===== src/rtl/mod_reduce_seq_ctrl_if.sv =====
// Handshake and LUT-bank bundle for the mod-4051 residue sequencer.
// master: the sequencer itself; slave: operand source, LUT bank and consumer.
interface mod_reduce_seq_ctrl_if #(
   parameter int IN_W    = 300,
   parameter int CHUNK_W = 6,
   parameter int RES_W   = 12,
   parameter int IDX_W   = 6
);
   // operand input side
   logic               in_valid;
   logic               in_ready;
   logic [IN_W-1:0]    in_data;
   // external LUT bank
   logic               lut_en;
   logic [IDX_W-1:0]   lut_sel;
   logic [CHUNK_W-1:0] lut_x;
   logic [RES_W-1:0]   lut_z;
   // residue output side
   logic               out_valid;
   logic               out_ready;
   logic [RES_W-1:0]   out_res;
   logic               lut_err;

   modport master (
      input  in_valid, in_data, lut_z, out_ready,
      output in_ready, lut_en, lut_sel, lut_x, out_valid, out_res, lut_err
   );

   modport slave (
      output in_valid, in_data, lut_z, out_ready,
      input  in_ready, lut_en, lut_sel, lut_x, out_valid, out_res, lut_err
   );
endinterface


===== src/rtl/mod_reduce_seq_ctrl.sv =====
// Chunk-serial modular reducer: walks a wide operand 6 bits per cycle,
// LSB chunk first, looks up each chunk's weighted residue in an external
// LUT bank and accumulates it modulo MOD with a single conditional subtract.
module mod_reduce_seq_ctrl #(
   parameter int MOD        = 4051,
   parameter int IN_W       = 300,
   parameter int CHUNK_W    = 6,
   parameter int RES_W      = 12,
   parameter int NCHUNK     = 50,
   parameter int IDX_W      = 6,
   parameter int EARLY_EXIT = 1
) (
   input  logic                  clk,
   input  logic                  rst,
   mod_reduce_seq_ctrl_if.master bus
);

   localparam int              SH_W  = NCHUNK * CHUNK_W;
   localparam int              RW1   = RES_W + 1;
   localparam logic [RES_W:0]  MOD_S = RW1'(MOD);
   localparam bit              EE    = (EARLY_EXIT != 0);

   typedef enum logic [1:0] {IDLE, RUN, DONE} state_t;

   state_t               state_q;
   logic [RES_W-1:0]     acc_q;
   logic [RES_W-1:0]     acc_d;
   logic [IDX_W-1:0]     idx_q;
   logic [SH_W-1:0]      shreg_q;
   logic                 in_ready_q;
   logic                 out_valid_q;
   logic [RES_W-1:0]     out_res_q;
   logic                 lut_err_q;

   logic                 run;
   logic                 all_zero;
   logic                 last_chunk;
   logic                 lut_bad;

   // Modular add of two residues; inputs below MOD need at most one subtract.
   function automatic logic [RES_W-1:0] mod_add(input logic [RES_W-1:0] a,
                                                input logic [RES_W-1:0] b);
      logic [RES_W:0] s;
      s = {1'b0, a} + {1'b0, b};
      if (s >= MOD_S) begin
         s = s - MOD_S;
      end
      return s[RES_W-1:0];
   endfunction

   assign run        = (state_q == RUN);
   assign all_zero   = (shreg_q == '0);
   assign last_chunk = (idx_q == IDX_W'(NCHUNK - 1));
   assign lut_bad    = ({1'b0, bus.lut_z} >= MOD_S);
   assign acc_d      = mod_add(acc_q, bus.lut_z);

   // LUT drive is decoded from state so the bank sees the chunk in the same cycle.
   assign bus.lut_en  = run;
   assign bus.lut_sel = run ? idx_q : '0;
   assign bus.lut_x   = run ? shreg_q[CHUNK_W-1:0] : '0;

   assign bus.in_ready  = in_ready_q;
   assign bus.out_valid = out_valid_q;
   assign bus.out_res   = out_res_q;
   assign bus.lut_err   = lut_err_q;

   // Control FSM with registered handshake outputs and the accumulation datapath.
   always_ff @(posedge clk or posedge rst) begin
      if (rst) begin
         state_q     <= IDLE;
         acc_q       <= '0;
         idx_q       <= '0;
         shreg_q     <= '0;
         in_ready_q  <= 1'b0;
         out_valid_q <= 1'b0;
         out_res_q   <= '0;
         lut_err_q   <= 1'b0;
      end else begin
         lut_err_q <= run && lut_bad;
         case (state_q)
            IDLE: begin
               if (!in_ready_q) begin
                  in_ready_q <= 1'b1;
               end else if (bus.in_valid) begin
                  shreg_q    <= SH_W'(bus.in_data);
                  acc_q      <= '0;
                  idx_q      <= '0;
                  in_ready_q <= 1'b0;
                  state_q    <= RUN;
               end
            end
            RUN: begin
               if (EE && all_zero) begin
                  // Remaining chunks contribute nothing; lut_z is ignored.
                  state_q     <= DONE;
                  out_valid_q <= 1'b1;
                  out_res_q   <= acc_q;
               end else begin
                  acc_q   <= acc_d;
                  shreg_q <= shreg_q >> CHUNK_W;
                  idx_q   <= idx_q + IDX_W'(1);
                  if (last_chunk) begin
                     state_q     <= DONE;
                     out_valid_q <= 1'b1;
                     out_res_q   <= acc_d;
                  end
               end
            end
            DONE: begin
               if (bus.out_ready) begin
                  out_valid_q <= 1'b0;
                  out_res_q   <= '0;
                  in_ready_q  <= 1'b1;
                  state_q     <= IDLE;
               end
            end
            default: state_q <= IDLE;
         endcase
      end
   end

endmodule


===== src/flat_wrapper.sv =====
// flat-port wrapper written by rule: the top's interface ports become plain ports
module mod_reduce_seq_ctrl_flat 
#(
   parameter int MOD        = 4051,
   parameter int IN_W       = 300,
   parameter int CHUNK_W    = 6,
   parameter int RES_W      = 12,
   parameter int NCHUNK     = 50,
   parameter int IDX_W      = 6,
   parameter int EARLY_EXIT = 1
)
  (clk, rst, bus_in_valid, bus_in_data, bus_lut_z, bus_out_ready, bus_in_ready, bus_lut_en, bus_lut_sel, bus_lut_x, bus_out_valid, bus_out_res, bus_lut_err);
  mod_reduce_seq_ctrl_if #(.IN_W(IN_W), .CHUNK_W(CHUNK_W), .RES_W(RES_W), .IDX_W(IDX_W)) bus_i ();
  input  logic clk;
  input  logic rst;
  input wire logic [$bits(bus_i.in_valid)-1:0] bus_in_valid;
  input wire logic [$bits(bus_i.in_data)-1:0] bus_in_data;
  input wire logic [$bits(bus_i.lut_z)-1:0] bus_lut_z;
  input wire logic [$bits(bus_i.out_ready)-1:0] bus_out_ready;
  output wire logic [$bits(bus_i.in_ready)-1:0] bus_in_ready;
  output wire logic [$bits(bus_i.lut_en)-1:0] bus_lut_en;
  output wire logic [$bits(bus_i.lut_sel)-1:0] bus_lut_sel;
  output wire logic [$bits(bus_i.lut_x)-1:0] bus_lut_x;
  output wire logic [$bits(bus_i.out_valid)-1:0] bus_out_valid;
  output wire logic [$bits(bus_i.out_res)-1:0] bus_out_res;
  output wire logic [$bits(bus_i.lut_err)-1:0] bus_lut_err;
  assign bus_i.in_valid = bus_in_valid;
  assign bus_i.in_data = bus_in_data;
  assign bus_i.lut_z = bus_lut_z;
  assign bus_i.out_ready = bus_out_ready;
  assign bus_in_ready = bus_i.in_ready;
  assign bus_lut_en = bus_i.lut_en;
  assign bus_lut_sel = bus_i.lut_sel;
  assign bus_lut_x = bus_i.lut_x;
  assign bus_out_valid = bus_i.out_valid;
  assign bus_out_res = bus_i.out_res;
  assign bus_lut_err = bus_i.lut_err;
  mod_reduce_seq_ctrl #(.MOD(MOD), .IN_W(IN_W), .CHUNK_W(CHUNK_W), .RES_W(RES_W), .NCHUNK(NCHUNK), .IDX_W(IDX_W), .EARLY_EXIT(EARLY_EXIT)) u_core (.clk(clk), .rst(rst), .bus(bus_i));
endmodule

===== config.mk =====
export PLATFORM = sky130hd
export DESIGN_NAME = mod_reduce_seq_ctrl_flat
export DESIGN_NICKNAME = d
export VERILOG_FILES = /design/src/rtl/mod_reduce_seq_ctrl_if.sv /design/src/rtl/mod_reduce_seq_ctrl.sv /design/src/flat_wrapper.sv
export SDC_FILE = /design/constraint.sdc
export NUM_CORES = 1
export LEC_CHECK = 0
export CORE_ASPECT_RATIO = 0.8
export CORE_UTILIZATION = 52
export DETAILED_ROUTE_END_ITERATION = 16
export GPL_TIMING_DRIVEN = 0
export HOLD_SLACK_MARGIN = 0.12
export PLACE_DENSITY = 0.93
export SYNTH_ARGS = -nofsm -noshare
export SYNTH_HDL_FRONTEND = slang
export SYNTH_SLANG_ARGS = --single-unit

===== constraint.sdc =====
create_clock -name clk -period 13.8 [get_ports clk]
set_input_delay 1.38 -clock clk [delete_from_list [all_inputs] [get_ports clk]]
set_output_delay 1.38 -clock clk [all_outputs]
set_load 0.02 [all_outputs]

==> impl_metrics.env, run 1 <==
export IMPL_synthMuxAreaShare_pct=7.11
export IMPL_cts_sinks=335
export IMPL_power_leakage_nw=9.18
export IMPL_power_frac_clock_pct=20.0
export IMPL_ys_flop_type="dfrtp_1"
export IMPL_synth_top_area_cell="dfrtp_1"
export IMPL_drv_slew=0
export IMPL_track_usage_pct=35.5
export IMPL_ys_types=59
export IMPL_grt_pass1_wl_um=86600
export IMPL_start_kind="flop"
export IMPL_ys_seq_area_share_pct=51.7
export IMPL_critPathRequiredTime_ns=12.42
export IMPL_core_region_area_sq_um=30500
export IMPL_cp_arrival_ns=3.71
export IMPL_root_buffer="clkbuf_16"
export IMPL_peakVddDrop_mv=0.124
export IMPL_initial_core_util_pct=53.1
export IMPL_wire_per_inst_um=22.2
export IMPL_regToRegSetupSlack_ns=8.86
export IMPL_path_max_fanout=10
export IMPL_routed_wl_um=56700
export IMPL_worst_pin_slew_ns=1.08
export IMPL_avgSynthCellArea_sq_um=9.40
export IMPL_io_pin_count=344
export IMPL_intPower_mw=2.99
export IMPL_synthSimpleGateAreaFrac_pct=19.8
export IMPL_dp_cells=2483
export IMPL_min_path_type="reg -> reg"
export IMPL_cts_buffers=36
export IMPL_ctsHoldBuffers=0
export IMPL_fin_crit_sh_pct=36.9
export IMPL_cts_htree_levels=2
export IMPL_synth_xor_area_share_pct=0.865
export IMPL_grt_setup_unrepaired="false"
export IMPL_die_w_um=199
export IMPL_post_cts_setup_buffers=0
export IMPL_r2r_end="u_core.shreg_q[167]"
export IMPL_drt_iter0_markers=2052
export IMPL_ys_top_cells_by_area="dfrtp_1 52%, nand2_1 12%, a22oi_1 8.7%"
export IMPL_netlist_instances=1725
export IMPL_synth_compound_area_share_pct=16.0
export IMPL_synth_top_family_by_area="simple AND/OR/NAND/NOR gates"
export IMPL_comb_power_share_pct=43.6
export IMPL_rr_startpoint="u_core.shreg_q[153]"
export IMPL_cts_resized=0
export IMPL_slew_headroom_pct=27.3
export IMPL_dr_pass1_iters=6
export IMPL_insertion_delay_ns=0.54
export IMPL_io_buffers=343
export IMPL_synth_edff_count=0
export IMPL_final_common_cell="nand2_1"
export IMPL_fin_total_pwr_mw=5.20
export IMPL_rows=57
export IMPL_synth_adder_area_share_pct=1.28
export IMPL_final_cell_mix="517 x nand2_1, 343 x clkdlybuf4s50_1, 335 x dfrtp_1, 187 x a22oi_1, 129 x o21ai_0"
export IMPL_finalClockSkew_ns=0.0269
export IMPL_drive_gt1_share_pct=5.81
export IMPL_die_area_sq_um=31900
export IMPL_grt_max_degree=135
export IMPL_grt_antenna_before_repair=11
export IMPL_finalSetupViolations=0
export IMPL_clockBufferDepth=3
export IMPL_finalNonFillerCells=2556
export IMPL_syn2layout_area_growth_pct=32.6
export IMPL_tritoncts="yes"
export IMPL_remaining_drc_errors=0
export IMPL_power_switching_share_pct=42.4
export IMPL_worstSetupPathType="reg -> out"
export IMPL_dp_hpwl_um=41800
export IMPL_worstSetupEndpointType="output port"
export IMPL_grt_pass1_vias=15604
export IMPL_postRouteAntennaNets=0
export IMPL_synthDominantCellAreaShare_pct=51.7
export IMPL_finalHoldViolCount=0
export IMPL_min_period_ns=5.09
export IMPL_min_from="u_core.bus.out_valid"
export IMPL_p_sw_mw=2.20
export IMPL_ys_warn_count=0
export IMPL_grt_overflow=0
export IMPL_reg2reg_depth=12
export IMPL_synthesis_area_sq_um=16200
export IMPL_outcome="complete, no violations"
export IMPL_whs_ns=0.492
export IMPL_vias=15880
export IMPL_die_height_um=160
export IMPL_vias_per_cell=6.21
export IMPL_powerDensity_nw_per_um2=242
export IMPL_clk_pin_slew_worst_paths_ns=0.06
export IMPL_seqPwrFrac_pct=36.5
export IMPL_ys_ff_latch=335
export IMPL_drv_cap=0
export IMPL_holdPathEnd="u_core.bus.out_valid"
export IMPL_fmax_mhz=196
export IMPL_async_flop_share_pct=100
export IMPL_fin_nets=2440
export IMPL_place_gp_congestion=0.980
export IMPL_hold_depth=2
export IMPL_synth_fp_nets=2057
[flip-flops by register name, indices dropped and copies added (netlist names)]
| signal | cells |
|---|---|
| u_core.acc_q | 12 |
| u_core.bus.in_ready | 1 |
| u_core.bus.lut_err | 1 |
| u_core.bus.out_res | 12 |
| u_core.bus.out_valid | 1 |
| u_core.idx_q | 6 |
| u_core.shreg_q | 300 |
| u_core.state_q | 2 |
[worst max path at each step]
stage,from,end,slack (ns)
global placement,rst,u_core.shreg_q[168],-0.57
finish,u_core.state_q[1],bus_lut_sel[1],8.71
global route,u_core.state_q[1],bus_lut_sel[1],8.52
floorplan,rst,u_core.acc_q[0],3.14
detailed placement,bus_lut_z[0],u_core.bus.out_res[4],8.74
CTS,u_core.state_q[1],bus_lut_sel[1],8.74
[cell usage after synthesis, types with 3 or more instances]
master and number:
a211o_1 3, mux2i_1 114, nor2_1 26, nand3_1 47, and2_1 12, a21oi_1 10
nand2_1 517, o21a_1 3, and3_1 3, buf_2 38, o21ai_1 6, o31ai_1 3
a31o_2 3, clkbuf_1 76, inv_1 8, dfrtp_1 335, o211ai_1 7, nor4_1 78
or2_2 5, ha_1 15, a22oi_1 187, a22o_1 3, o21ai_0 129, o21bai_1 3
xnor2_1 8, a21o_1 8, xor2_1 8, nand4_1 21, nor3_1 11
[critical path: stages, from the launching register on]
cell,delay [ns]
dfrtp_1,0.39
nand2b_1,0.16
clkbuf_1,0.62
clkbuf_1,0.67
clkbuf_1,0.63
nor2_1,0.09
clkdlybuf4s50_1,0.62
[layer usage]
metal	up-vias	track usage (%)	share of wire, %
met5	-	0	0.074
met4	6	14.8	4.2
met3	186	8.98	12
met2	1103	53.2	44
met1	7647	49.1	40
li1	6938	-	-
[cell type report]
cell class / instances / area (sq um)
Tap cell: 413 / 517
Clock buffer: 54 / 1090
Timing Repair Buffer: 345 / 3490
Clock inverter: 11 / 166
Buffer: 116 / 494
Multi-Input combinational cell: 1266 / 7300
Fill cell: 2215 / 9030
Antenna cell: 8 / 20.0
Inverter: 8 / 37.5
Sequential cell: 335 / 8380
[per-stage QoR]
stage	util (%)	area [sq um]	setup TNS (ns)	setup WS, ns
4_1_cts	70.4	21500	0	8.74
6_report	70.4	21500	0	8.71
3_5_place_dp	66.2	20200	0	8.74
5_1_grt	70.4	21500	0	8.52
2_1_floorplan	-	16200	0	3.14
3_3_place_gp	66.0	20200	-177.23	-0.570
[logic make-up (layout without fill, tap and decap cells)]
kind of cell,Yosys count,after routing
compound gates,383,383
flops,335,335
buf+inv,124,534
simple gates,736,736
fa+ha+maj,16,16
mux,115,115
other cells,0,8
xor+xnor,16,16
[power groups by stage]
stage	Sequential, mW	Combinational (mW)	Clock [mW]
6_report	1.90	2.26	1.04
5_1_grt	1.93	2.48	1.08
4_1_cts	1.87	2.22	1.04
3_5_place_dp	1.87	2.19	0
3_3_place_gp	1.85	2.09	0
2_1_floorplan	1.73	1.55	0
Note: power is estimated with default switching activity, not from simulation.
==> inputs of run 2 (changes only) <==
Clock period 13.8 ns to 5.3 ns, I/O delays scaled along.
==> run 2 against run 1 <==
Effect of this change: global-route usage rose by 1.1 points; routed wire length up 3.4%; register-to-register slack worse by 8.6 ns; count of clock-buffer cells in the layout fell by 7; cell count is 0.12% higher; largest cell class unchanged; highest routed layer is now met4.
==> impl_metrics.env, run 2 (synthesis gave the netlist of run 1 again) <==
export IMPL_dp_cells=2490
export IMPL_cts_resized=0
export IMPL_rows=57
export IMPL_clockBufferDepth=3
export IMPL_min_path_type="in -> async"
export IMPL_fin_nets=2446
export IMPL_min_period_ns=5.02
export IMPL_vias=16113
export IMPL_powerDensity_nw_per_um2=626
export IMPL_cts_sinks=335
export IMPL_power_leakage_nw=9.17
export IMPL_die_w_um=199
export IMPL_whs_ns=0.400
export IMPL_placed_area_sq_um=20300
export IMPL_track_usage_pct=36.6
export IMPL_post_cts_setup_buffers=0
export IMPL_largest_reg_flops=300
export IMPL_critPathRequiredTime_ns=5.76
export IMPL_die_height_um=160
export IMPL_io_buffers=343
export IMPL_fin_tns_setup_ns=0
export IMPL_insertion_delay_ns=0.53
export IMPL_syn2layout_area_growth_pct=32.8
export IMPL_final_common_cell="nand2_1"
export IMPL_dr_pass1_iters=8
export IMPL_cts_htree_levels=2
export IMPL_grt_pass1_vias=15761
export IMPL_finalHoldViolCount=0
export IMPL_drive_gt1_share_pct=5.76
export IMPL_fin_total_pwr_mw=13.5
export IMPL_finalNonFillerCells=2559
export IMPL_grt_max_degree=44
export IMPL_io_pin_count=344
export IMPL_fin_crit_sh_pct=94.7
export IMPL_die_area_sq_um=31900
export IMPL_worstSetupPathType="reg -> reg"
export IMPL_slew_headroom_pct=23.6
export IMPL_core_region_area_sq_um=30500
export IMPL_fin_area_sq_um=21500
export IMPL_start_kind="flop"
export IMPL_place_gp_congestion=0.982
export IMPL_fill_cells=2213
export IMPL_path_max_fanout=10
export IMPL_routed_wl_um=58700
export IMPL_outcome="complete, no violations"
export IMPL_worstSetupEndpointType="flop"
export IMPL_final_cell_mix="517 x nand2_1, 343 x clkdlybuf4s50_1, 335 x dfrtp_1, 187 x a22oi_1, 129 x o21ai_0"
export IMPL_drt_iter0_markers=2154
export IMPL_remaining_drc_errors=0
export IMPL_clk_pin_slew_worst_paths_ns=0.07
export IMPL_finalSetupViolations=0
export IMPL_dp_hpwl_um=43200
export IMPL_vias_per_cell=6.30
export IMPL_cts_buffers=35
export IMPL_finalWorstSetupSlack_ns=0.281
export IMPL_fin_util_pct=70.5
export IMPL_postRouteAntennaNets=0
export IMPL_pre_cts_ws_ns=0.508
export IMPL_grt_pass1_wl_um=89500
export IMPL_worst_pin_slew_ns=1.14
export IMPL_root_buffer="clkbuf_16"
export IMPL_fmax_mhz=199
export IMPL_grt_overflow=0
export IMPL_reg2reg_depth=12
export IMPL_wire_per_inst_um=22.9
export IMPL_drv_cap=0
export IMPL_tritoncts="yes"
export IMPL_peakVddDrop_mv=0.380
export IMPL_top_register="u_core.shreg_q"
export IMPL_ctsHoldBuffers=0
export IMPL_grt_setup_unrepaired="false"
export IMPL_grt_antenna_before_repair=10
export IMPL_finalClockSkew_ns=0.0238
export IMPL_initial_core_util_pct=53.1
export IMPL_drv_slew=0
export IMPL_cp_arrival_ns=5.48
==> run 2: cell type report <==
class                      count  area [sq um]  area share [%]
clock inverter                11           190           0.884
sequential                   335          8380            39.0
inverter                       8          33.8           0.157
tap                          413           517            2.40
buffer                       116           494            2.30
multi-input combinational   1266          7300            33.9
antenna                       11          27.5           0.128
timing repair buffer         352          3610            16.8
clock buffer                  47           961            4.47
==> run 2: worst max-delay path, stage by stage, from the launching register on <==
cell	delay, ns
dfrtp_1	0.42
nor4_1	0.97
nand4_1	0.36
nor4_1	0.59
nand3_1	0.37
nor2_4	0.34
nor2_1	0.25
nor2_2	0.51
buf_4	0.32
buf_2	0.31
buf_2	0.28
nand2_1	0.12
nand2_1	0.11
==> run 2: per-layer routing <==
layer	GRT usage (%)	wire length [um]	up-vias
met5	0	0	-
met4	18.0	2890	0
met3	8.74	6940	186
met2	53.9	25700	1153
met1	50.7	23100	7825
li1	-	-	6949
==> run 2: final timing paths <==
kind | startpoint | end | slack, ns
setup / recovery | u_core.shreg_q[153] | u_core.shreg_q[171] | 0.28
hold / removal | rst | u_core.shreg_q[58] | 0.40
setup reg to reg | u_core.shreg_q[153] | u_core.shreg_q[171] | 0.28
hold reg to reg | u_core.bus.out_valid | u_core.bus.out_valid | 0.48
max in group asynchronous | rst | u_core.shreg_q[170] | 3.80
min in group clk | u_core.bus.out_valid | u_core.bus.out_valid | 0.48
==> run 2: where the power goes <==
group / internal [mW] / total (mW) / switching, mW / leakage, nW
combinational: 2.41 / 5.95 / 3.53 / 4.43
sequential: 3.77 / 4.97 / 1.20 / 4.18
clock: 1.52 / 2.57 / 1.05 / 0.561
==> inputs of run 3 (changes only) <==
==> constraint.sdc (replaced) <==
create_clock -name clk -period 5.3 [get_ports clk]
set_input_delay 1.06 -clock clk [delete_from_list [all_inputs] [get_ports clk]]
set_output_delay 1.06 -clock clk [all_outputs]
set_load 0.02 [all_outputs]
==> results of run 3 <==
The final DEF is identical to that of run 2. Status: complete, no violations.
Among the figures that moved: setup slack after placement 0.508 ns -> 0.477 ns; hold slack 0.400 ns -> 0.484 ns
